--- src/rtl/bridge_tx_scheduler.sv ---
// -----------------------------------------------------------------------------
// bridge_tx_scheduler
//
// Round-robin frame scheduler that shares one TX MAC between the port A and
// port B receive FIFOs. It waits until a FIFO holds a complete frame, pops
// that frame's length entry, reads exactly that many bytes and streams them to
// the MAC. After each forwarded frame it holds an inter-frame gap of IFG
// cycles. Frames whose length is 0 or outside [MIN_LEN, MAX_LEN] are read out
// of the FIFO without being forwarded, and they are counted in drop_cnt.
//
// Ports
//   clk, rst                 clock and synchronous active-high reset
//   a_frame_rdy/a_frame_len  FIFO A has a complete frame / its byte count
//   a_len_pop                one-cycle pulse that consumes the FIFO A length
//   a_read / a_data          FIFO A byte read strobe / data (valid next cycle)
//   b_*                      the same set of signals for FIFO B
//   tx_mac_ready             MAC can take a new frame (sampled in IDLE only)
//   tx_mac_data/tx_mac_valid byte stream to the MAC
//   grant                    port being served (0 = A, 1 = B), held when idle
//   busy                     high in every state except IDLE
//   drop_cnt                 dropped-frame count, saturating at 255
//   state_dbg                current FSM state, for debug and checkers
//
// Handshake: a frame is offered while *_frame_rdy is high, and *_frame_len is
// valid with it. It is accepted by the one-cycle *_len_pop pulse, and after
// that the FIFO must supply a byte on the cycle after each *_read. The MAC
// side has no per-byte backpressure. tx_mac_ready only gates the start of a
// frame, and each tx_mac_valid cycle carries one byte that the MAC must take.
// -----------------------------------------------------------------------------
module bridge_tx_scheduler #(
    parameter int LEN_W   = 11,
    parameter int IFG     = 12,
    parameter int MIN_LEN = 60,
    parameter int MAX_LEN = 1514
) (
    input  logic             clk,
    input  logic             rst,
    input  logic             a_frame_rdy,
    input  logic [LEN_W-1:0] a_frame_len,
    output logic             a_len_pop,
    output logic             a_read,
    input  logic [7:0]       a_data,
    input  logic             b_frame_rdy,
    input  logic [LEN_W-1:0] b_frame_len,
    output logic             b_len_pop,
    output logic             b_read,
    input  logic [7:0]       b_data,
    input  logic             tx_mac_ready,
    output logic [7:0]       tx_mac_data,
    output logic             tx_mac_valid,
    output logic             grant,
    output logic             busy,
    output logic [7:0]       drop_cnt,
    output logic [2:0]       state_dbg
);

    localparam int IFG_W = (IFG < 2) ? 1 : $clog2(IFG + 1);

    typedef enum logic [2:0] {
        S_IDLE  = 3'd0,
        S_GRANT = 3'd1,
        S_SEND  = 3'd2,
        S_DRAIN = 3'd3,
        S_IFG   = 3'd4
    } state_t;

    state_t           state;
    logic             last_grant;
    logic [LEN_W-1:0] len_q;
    logic [LEN_W-1:0] byte_cnt;
    logic [IFG_W-1:0] ifg_cnt;
    logic             rd_d1;       // a forwarded read happened last cycle
    logic             winner;      // port that wins arbitration in IDLE
    logic             len_bad;     // latched length must be drained

    assign state_dbg = state;

    // When both ports are ready, the port that was not served last time wins.
    always_comb begin
        winner = 1'b0;
        if (a_frame_rdy && b_frame_rdy) begin
            winner = ~last_grant;
        end else begin
            winner = b_frame_rdy;
        end
    end

    assign len_bad = (len_q < LEN_W'(MIN_LEN)) || (len_q > LEN_W'(MAX_LEN));

    always_ff @(posedge clk) begin
        if (rst) begin
            state        <= S_IDLE;
            grant        <= 1'b1;
            last_grant   <= 1'b1;
            a_len_pop    <= 1'b0;
            b_len_pop    <= 1'b0;
            a_read       <= 1'b0;
            b_read       <= 1'b0;
            tx_mac_valid <= 1'b0;
            tx_mac_data  <= 8'h00;
            busy         <= 1'b0;
            drop_cnt     <= 8'h00;
            len_q        <= '0;
            byte_cnt     <= '0;
            ifg_cnt      <= '0;
            rd_d1        <= 1'b0;
        end else begin
            a_len_pop <= 1'b0;
            b_len_pop <= 1'b0;

            // The read strobe and the state change on the same edge, so
            // looking at state here tells whether this read is forwarded
            // or drained. FIFO data arrives one cycle after the read, and
            // it is registered one cycle after that.
            rd_d1        <= (a_read || b_read) && (state == S_SEND);
            tx_mac_valid <= rd_d1;
            if (rd_d1) begin
                tx_mac_data <= grant ? b_data : a_data;
            end

            case (state)
                S_IDLE: begin
                    if (tx_mac_ready && (a_frame_rdy || b_frame_rdy)) begin
                        state      <= S_GRANT;
                        busy       <= 1'b1;
                        grant      <= winner;
                        last_grant <= winner;
                        a_len_pop  <= ~winner;
                        b_len_pop  <= winner;
                        len_q      <= winner ? b_frame_len : a_frame_len;
                    end
                end

                S_GRANT: begin
                    if (len_q == '0) begin
                        state <= S_IDLE;
                        busy  <= 1'b0;
                        if (drop_cnt != 8'hFF) begin
                            drop_cnt <= drop_cnt + 8'd1;
                        end
                    end else begin
                        byte_cnt <= len_q;
                        a_read   <= ~grant;
                        b_read   <= grant;
                        state    <= len_bad ? S_DRAIN : S_SEND;
                    end
                end

                S_SEND, S_DRAIN: begin
                    // byte_cnt holds the number of reads still owed,
                    // including the one issued this cycle.
                    if (byte_cnt <= LEN_W'(1)) begin
                        a_read <= 1'b0;
                        b_read <= 1'b0;
                        if (state == S_SEND) begin
                            state   <= S_IFG;
                            ifg_cnt <= IFG_W'(IFG);
                        end else begin
                            state <= S_IDLE;
                            busy  <= 1'b0;
                            if (drop_cnt != 8'hFF) begin
                                drop_cnt <= drop_cnt + 8'd1;
                            end
                        end
                    end else begin
                        byte_cnt <= byte_cnt - LEN_W'(1);
                    end
                end

                S_IFG: begin
                    if (ifg_cnt <= IFG_W'(1)) begin
                        state <= S_IDLE;
                        busy  <= 1'b0;
                    end else begin
                        ifg_cnt <= ifg_cnt - IFG_W'(1);
                    end
                end

                default: begin
                    state <= S_IDLE;
                    busy  <= 1'b0;
                end
            endcase
        end
    end

endmodule

--- config.mk ---
export PLATFORM = sky130hd
export DESIGN_NAME = bridge_tx_scheduler
export DESIGN_NICKNAME = d
export VERILOG_FILES = /design/src/rtl/bridge_tx_scheduler.sv
export SDC_FILE = /design/constraint.sdc
export NUM_CORES = 1
export LEC_CHECK = 0
export ABC_AREA = 1
export CORE_ASPECT_RATIO = 0.5
export CORE_MARGIN = 2
export CORE_UTILIZATION = 40
export CTS_BUF_LIST = sky130_fd_sc_hd__clkbuf_2
export DETAILED_ROUTE_END_ITERATION = 8
export HOLD_SLACK_MARGIN = 0.05
export PLACE_DENSITY_LB_ADDON = 0.08
export SLEW_MARGIN = 20
export SYNTH_ARGS = -nofsm -noshare
export SYNTH_HDL_FRONTEND = slang
export SYNTH_SLANG_ARGS = --single-unit
--- constraint.sdc ---
create_clock -name clk -period 1.9 [get_ports clk]
set_clock_uncertainty 0.05 [all_clocks]
set_input_delay 0.19 -clock clk [delete_from_list [all_inputs] [get_ports clk]]
set_output_delay 0.19 -clock clk [all_outputs]
set_load 0.02 [all_outputs]
==> key figures, run 1 <==
GRT
  • First-pass GRT wire length: approximately 13 mm
  • Maximum number of pins on one net before global-route repair: 25
  • GR Util All Layers: 20.86%
  • Total overflow reported by the global router: 0
  • Vias in the first global route: 2754
  • Number of antenna violations at the first check in global routing: 0

CTS
  • Clk Tree Root Cell: sky130_fd_sc_hd__clkbuf_2
  • Clock insertion delay at the later pin of the skew report: 0.47 ns
  • Clock-pin slew of the registers on the worst-case setup and hold paths: approximately 0.27 ns
  • Post-CTS Hold Fix Bufs: 0
  • Largest buffer count on any clock path: 2
  • Clock sinks: 53
  • Num CTS Buffers: 5
  • Clock tree from TritonCTS: yes
  • Number of levels in the clock H-tree: 2

Synth
  • Synthesized instance count: 398
  • Synthesized netlist net count: around 450
  • Total of flip-flops plus latches after synthesis: 53
  • Netlist area before placement: between 0.002 and 0.003 sq mm
  • Yosys warning count: 0
  • Seq/Total Area, Yosys: 38.13%
  • Mapped Avg Cell Area: 6.992 sq um
  • Count of different cell masters after synthesis: 33

Timing
  • Normalized max-slew margin: 70.31%
  • Pin slew with the least headroom to its limit: 0.4448 ns
  • Count of endpoints failing setup in the final report: 0
  • Shortest period the worst path allows: 1.800 ns
  • Unrepaired setup endpoints after global routing: false
  • Pins Over Slew Limit: 0
  • Setup TNS: 0 ns
  • Maximum clock frequency: 555.6 MHz
  • Final-report hold violation count: 0
  • Slack of the critical path: between 0.1 and 0.15 ns
  • Final period util: between 90 and 100%

Cells and area
  • Highest-count cells in the layout ignoring fill and taps: sky130_fd_sc_hd__nand2_1, sky130_fd_sc_hd__clkdlybuf4s50_1, sky130_fd_sc_hd__a21oi_1, sky130_fd_sc_hd__dfxtp_1, sky130_fd_sc_hd__nor2_1
  • Post-layout util: 54.49%
  • Most common library cell in the layout ignoring fill and taps: sky130_fd_sc_hd__nand2_1
  • Layout Cell Area excl Fill: 0.003651 sq mm
  • Number of antenna repair diodes: 0
  • Relative area change from synthesis to final layout: 31.20%
  • Fin nets: 514
  • Fillers: roughly 640
  • Fraction of final layout cells with drive strength greater than 1: a little over a tenth

Power and ir drop
  • IR Drop Worst-Case VDD: 354.0 uV
  • Share of total power in sequential cells: 35.7%
  • Fraction of power spent switching nets: between 40% and 50%
  • Power density relative to cell area: 1224 mW/mm^2
  • Int Power: around 2400 uW
  • LEAKAGE: ~0.0015 uW
  • Comb power frac: approximately half
  • Portion of total power attributed to the clock network: a little over an eighth
  • Net switching power: 2035 uW
  • Total design power: between 4000 and 5000 uW

Floorplan
  • Die Footprint: 0.007680 sq mm
  • Std cell rows: 21
  • Core Box Area: approximately 0.0067 sq mm
  • Die X-Extent: 122.0 microns
  • Ports: 69
  • Initial standard-cell utilization of the core: 41.53%
  • Die outline height: 62.98 microns

Setup path
  • Crit Path Class: register to output pin
  • Origin of the critical flop-to-flop path: len_q[4]$_SDFFE_PP0P_
  • Kind of launch point of the worst setup path: register
  • Data arrival time at the worst-slack endpoint: ~1.6 ns
  • Slowest-stage cell, CP: sky130_fd_sc_hd__clkdlybuf4s50_1
  • Top cell family by delay on the critical path: buffers and inverters
  • Highest cell delay on the worst timing path: 0.63 ns
  • Worst setup path startpoint: state_dbg[1]$_SDFFE_PP0P_
  • CP Cell Sequence: clkdlybuf4s50_1
  • Category of the worst setup path capture point: output pin
  • Max Fanout on Critical Path: 5
  • Crit path buf inv count: 1
  • CP Data Required Time: 1.66 ns

Routing
  • Met3 wirelength from detailed routing: approximately 650 microns
  • DR vias/cell: 5.170
  • Total length of routed met2 wires: 3.096 mm
  • Number of optimization iterations in the first detailed-route pass: 4
  • Average wire per cell in the routed design: 13.43 microns
  • Remaining design rule violation count: 0
  • Via total after detailed routing: about 2900
  • Routed WL: 7.509 mm
  • Max Used Layer: met4
  • Number of nets with antenna violations after detailed routing: 0
  • Met1 wire length: 3.673 mm
  • Number of DRC markers in iteration 0: between 200 and 250

Hold path
  • Tightest Hold Check Type: input pin to register
  • Worst Hold Launch: a_frame_len[0]

Placed design
  • Total of buffers placed on input and output ports: 68
  • Placed Instance Area: 0.003566 sq mm
  • GPL Wtd Cong: 0.8982
  • Detailed placer's ending HPWL: approximately 5.6 mm
  • Worst setup slack after placement: 0.1886 ns

Job
  • Maxcap violations: 0

Run status
  • Status: finished, final reports clean
routing by layer:
layer  GRT usage (%)  vias up
li1                -     1464
met1           29.34     1306
met2           30.80      109
met3           6.569       11
met4           5.316        0
met5               0        -
state kept, by name (all words and copies together) (netlist names), 3 cells and up:
name,cells
byte_cnt,11
len_q,11
drop_cnt,8
tx_mac_data,8
ifg_cnt,4
state_dbg,3
cells in the mapped netlist:
cell                       number  area, sq um
sky130_fd_sc_hd__nand2_1       89        334.1
sky130_fd_sc_hd__a21oi_1       65        325.3
sky130_fd_sc_hd__dfxtp_1       53         1061
sky130_fd_sc_hd__nor2_1        37        138.9
sky130_fd_sc_hd__o21ai_0       33        165.2
sky130_fd_sc_hd__inv_1         24        90.09
sky130_fd_sc_hd__nand3_1       15        75.07
sky130_fd_sc_hd__nand4_1       11        68.82
sky130_fd_sc_hd__clkbuf_1       9        33.78
sky130_fd_sc_hd__o21ai_1        7        35.03
sky130_fd_sc_hd__inv_2          6        22.52
sky130_fd_sc_hd__xor2_1         6        52.55
sky130_fd_sc_hd__ha_1           5        62.56
sky130_fd_sc_hd__nor2_2         5        31.28
sky130_fd_sc_hd__nand2_2        4        25.02
sky130_fd_sc_hd__buf_6          3        33.78
sky130_fd_sc_hd__nand3_2        3        30.03
sky130_fd_sc_hd__nor3_1         3        15.01
sky130_fd_sc_hd__buf_2          2        10.01
sky130_fd_sc_hd__clkinv_1       2        7.510
sky130_fd_sc_hd__mux2i_1        2        20.02
sky130_fd_sc_hd__nor3_2         2        20.02
sky130_fd_sc_hd__o211ai_2       2        25.02
sky130_fd_sc_hd__a21boi_4       1        18.77
sky130_fd_sc_hd__a21oi_2        1        8.760
sky130_fd_sc_hd__a22oi_1        1        7.510
sky130_fd_sc_hd__a31oi_1        1        6.260
sky130_fd_sc_hd__nand2_4        1        11.26
sky130_fd_sc_hd__nor3_4         1        16.27
sky130_fd_sc_hd__o21a_1         1        7.510
sky130_fd_sc_hd__o21ai_2        1        8.760
sky130_fd_sc_hd__or2_2          1        6.260
sky130_fd_sc_hd__xnor2_1        1        8.760
final cells by class:
| class | count | area, sq um | area share, % |
|---|---|---|---|
| multi-input combinational | 299 | 1534 | 42.02 |
| tap | 92 | 115.1 | 3.153 |
| clock buffer | 6 | 30.03 | 0.8225 |
| sequential | 53 | 1070 | 29.30 |
| clock inverter | 2 | 33.78 | 0.9253 |
| timing repair buffer | 75 | 745.7 | 20.42 |
| inverter | 32 | 122.6 | 3.358 |
final timing paths:
kind	to	slack, ns	cells after the start
hold / removal	len_q[0]$_SDFFE_PP0P_	0.19	3
hold reg to reg	byte_cnt[10]$_SDFFE_PP0P_	0.45	2
setup / recovery	state_dbg[1]	0.10	1
setup reg to reg	drop_cnt[4]$_SDFFE_PP0P_	0.21	8
logic make-up (layout without fill, tap and decap cells):
group / after synthesis / count (layout) / share of synthesized area (%)
compound gates: 113 / 113 / 21.85
xor+xnor: 7 / 7 / 2.203
fa+ha+maj: 5 / 5 / 2.248
buf+inv: 46 / 115 / 7.104
flops: 53 / 53 / 38.13
mux: 2 / 2 / 0.7195
simple gates: 172 / 172 / 27.74
worst register-to-register path, delay by kind of cell, from the launching register on:
kind | cells | cell delay (ns)
compound gates | 2 | 0.38
buf+inv | 1 | 0.11
flops | 1 | 0.39
simple gates | 5 | 0.68
stage by stage:
step	cells	hold slack (ns)
floorplan	398	0.2193
global placement	551	0.4182
detailed placement	551	0.4234
CTS	559	0.1610
global route	559	0.1437
finish	559	0.1890
power by group through the flow:
stage	Clock, uW	Sequential, uW	Combinational, uW
after detailed placement	0	1610	2220
after global placement	0	1600	2180
after global routing	658	1640	2580
final	589	1600	2280
after floorplan	0	1630	1600
after CTS	606	1590	2240
timing repair:
item / in CTS / in global routing
setup endpoints to repair: 1 / 15
setup buffers: 0 / 0
gates resized for setup: 1 / 9
(Power assumes the default switching activity.)
==> run 2, diff against run 1 <==
Settings changed: CELL_PAD_IN_SITES_DETAIL_PLACEMENT from default to 2, CELL_PAD_IN_SITES_GLOBAL_PLACEMENT from default to 2, CORE_UTILIZATION 40 to 28.
==> run 2 against run 1 <==
Worst setup slack lost 0.019 ns. Combinational power grew 8%. Critical path type unchanged. Clock-buffer cell count did not move. Via count rose by 1.9%. Non-clock buffer count is 3 higher. Die area up 41%. Sequential cell count unchanged. Highest routed layer unchanged. Critical endpoint is now drop_cnt[6]. Global-route usage shrank 1.8 points. Hold slack better by 0.017 ns. Wire length rose by 31%. Fmax fell by 1.0%. Largest power group unchanged.
==> key figures, run 2 (same netlist as run 1, synthesis figures left out) <==
GRT
  • Total overflow reported by the global router: 0
  • Number of antenna violations at the first check in global routing: 0
  • Vias in the first global route: 3327
  • Most congested layer reported by global routing: met2
  • GR Util met1: 23.29%
  • Maximum number of pins on one net before global-route repair: 24
  • Global-route met3 utilization: around 5%
  • Met2 track demand over resource in global routing: 35.03%
  • First-pass GRT wire length: 16.35 mm
  • GR Util All Layers: 19.01%

Hold path
  • Hold Path Depth: 3
  • Tightest Hold Check Type: input pin to register
  • Worst Hold Launch: a_data[1]

Setup path
  • R2r endpoint: busy$_SDFFE_PP0P_
  • Max Fanout on Critical Path: 6
  • Highest cell delay on the worst timing path: 0.63 ns
  • Last element of the critical path: drop_cnt[6]
  • Kind of launch point of the worst setup path: register
  • Data arrival time at the worst-slack endpoint: 1.58 ns
  • Slowest-stage cell, CP: sky130_fd_sc_hd__clkdlybuf4s50_1
  • Origin of the critical flop-to-flop path: ifg_cnt[0]$_SDFFE_PP0P_
  • Worst setup path startpoint: drop_cnt[6]$_SDFFE_PP0P_
  • Crit Path Class: register to output pin
  • CP Cell Sequence: clkdlybuf4s50_1
  • Top cell family by delay on the critical path: buffers and inverters
  • Number of gates on the worst path with buffers counted: 1
  • CP Data Required Time: 1.66 ns
  • Category of the worst setup path capture point: output pin
  • Worst reg-to-reg setup slack: 0.16 ns
  • Crit path buf inv count: 1
  • Depth of the worst register-to-register path: 11

Cells and area
  • Most common library cell in the layout ignoring fill and taps: sky130_fd_sc_hd__nand2_1
  • Registers with the highest flip-flop counts: byte_cnt: 11 flops, len_q: 11 flops
  • Relative area change from synthesis to final layout: 33.63%
  • Fin nets: about 520
  • Number of antenna repair diodes: 0
  • Highest-count cells in the layout ignoring fill and taps: sky130_fd_sc_hd__nand2_1, sky130_fd_sc_hd__clkdlybuf4s50_1, sky130_fd_sc_hd__a21oi_1, sky130_fd_sc_hd__dfxtp_1, sky130_fd_sc_hd__nor2_1
  • Fraction of final layout cells with drive strength greater than 1: 11.91%
  • Layout Cell Area excl Fill: about 0.0037 sq mm

Routing
  • Number of optimization iterations in the first detailed-route pass: 4
  • DR vias/cell: 4.868
  • Routed WL: 9.837 mm
  • Number of nets with antenna violations after detailed routing: 0
  • Via total after detailed routing: 2945
  • Number of DRC markers in iteration 0: ~90
  • Average wire per cell in the routed design: 16.26 microns
  • Remaining design rule violation count: 0

Timing
  • Count of endpoints failing setup in the final report: 0
  • Slack of the critical path: 0.08116 ns
  • Final-report hold violation count: 0
  • Worst hold-check slack: 0.2061 ns
  • Shortest period the worst path allows: 1.819 ns
  • Pin slew with the least headroom to its limit: 0.4605 ns
  • Maximum clock frequency: 549.8 MHz
  • Pins Over Slew Limit: 0
  • Final period util: a little over nine tenths
  • Normalized max-slew margin: between 60 and 70%

Placed design
  • Placed Instance Area: 0.003642 sq mm
  • Detailed placer's ending HPWL: slightly below 8 mm
  • Worst setup slack after placement: 0.1386 ns
  • Total of buffers placed on input and output ports: 68
  • GPL Wtd Cong: 0.7759

Floorplan
  • Initial standard-cell utilization of the core: between 20% and 30%
  • Die Footprint: about 0.011 sq mm
  • Std cell rows: 25
  • Ports: 69
  • Die X-Extent: around 140 microns
  • Die outline height: 74.49 microns
  • Core Box Area: 0.009540 sq mm

Job
  • Maxcap violations: 0

CTS
  • Clock-pin slew of the registers on the worst-case setup and hold paths: 0.30 ns
  • Largest buffer count on any clock path: 2
  • Clock tree from TritonCTS: yes
  • Setup fix buffers added after clock tree synthesis: 0
  • Clock insertion delay at the later pin of the skew report: 0.47 ns
  • Number of levels in the clock H-tree: 2
  • Num CTS Buffers: 5
  • Clk Tree Root Cell: sky130_fd_sc_hd__clkbuf_2
  • Clock sinks: 53
  • Post-CTS Hold Fix Bufs: 0

Power and ir drop
  • LEAKAGE: ~0.0015 uW
  • Power density relative to cell area: 1226 mW/mm^2
  • IR Drop Worst-Case VDD: ~320 uV

Run status
  • Status: finished, final reports clean
[run 2: cell count changes in the layout (fill, tap and decap cells not counted), sizes merged]
cell    change
bufinv      -1
buf         +3
clkinv      +1
[run 2: timing repair]
action	4_1_cts	5_1_grt
gates cloned	0	0
hold endpoints to repair	0	0
setup endpoints to repair	4	17
gates resized for setup	4	11
[run 2: worst min path at each step]
stage | to | slack, ns
final | tx_mac_data[1]$_SDFFE_PP0P_ | 0.21
after global routing | len_q[0]$_SDFFE_PP0P_ | 0.18
after CTS | tx_mac_data[1]$_SDFFE_PP0P_ | 0.17
after detailed placement | byte_cnt[10]$_SDFFE_PP0P_ | 0.43
after global placement | a_read$_SDFFE_PP0P_ | 0.42
after floorplan | b_len_pop$_SDFF_PP0_ | 0.22
[run 2: power by group]
group | switching (uW) | internal (uW)
registers | 255 | 1350
logic | 1570 | 903
clock network | 390 | 92.5
[run 2: through the flow]
step                util [%]  TNS [ns]  std cells  power, uW
floorplan                  -         0        398       3231
global placement       38.18         0        597       3911
finish                 38.98         0        605       4558
CTS                    38.65         0        605       4571
global route           38.98  -0.04396        605       4986
detailed placement     38.18         0        597       4071
[run 2: layout make-up]
type	count	area, sq um
fill	1108	5822
multi-input combinational	299	1544
sequential	53	1075
timing repair buffer	78	768.2
tap	135	168.9
inverter	32	122.6
clock buffer	6	30.03
clock inverter	2	10.01
[run 2: routing by layer]
metal,share of wire [%],wire length (microns)
met4,0.41,40
met5,0,0
met3,5.1,504
met2,47,4576
met1,48,4716
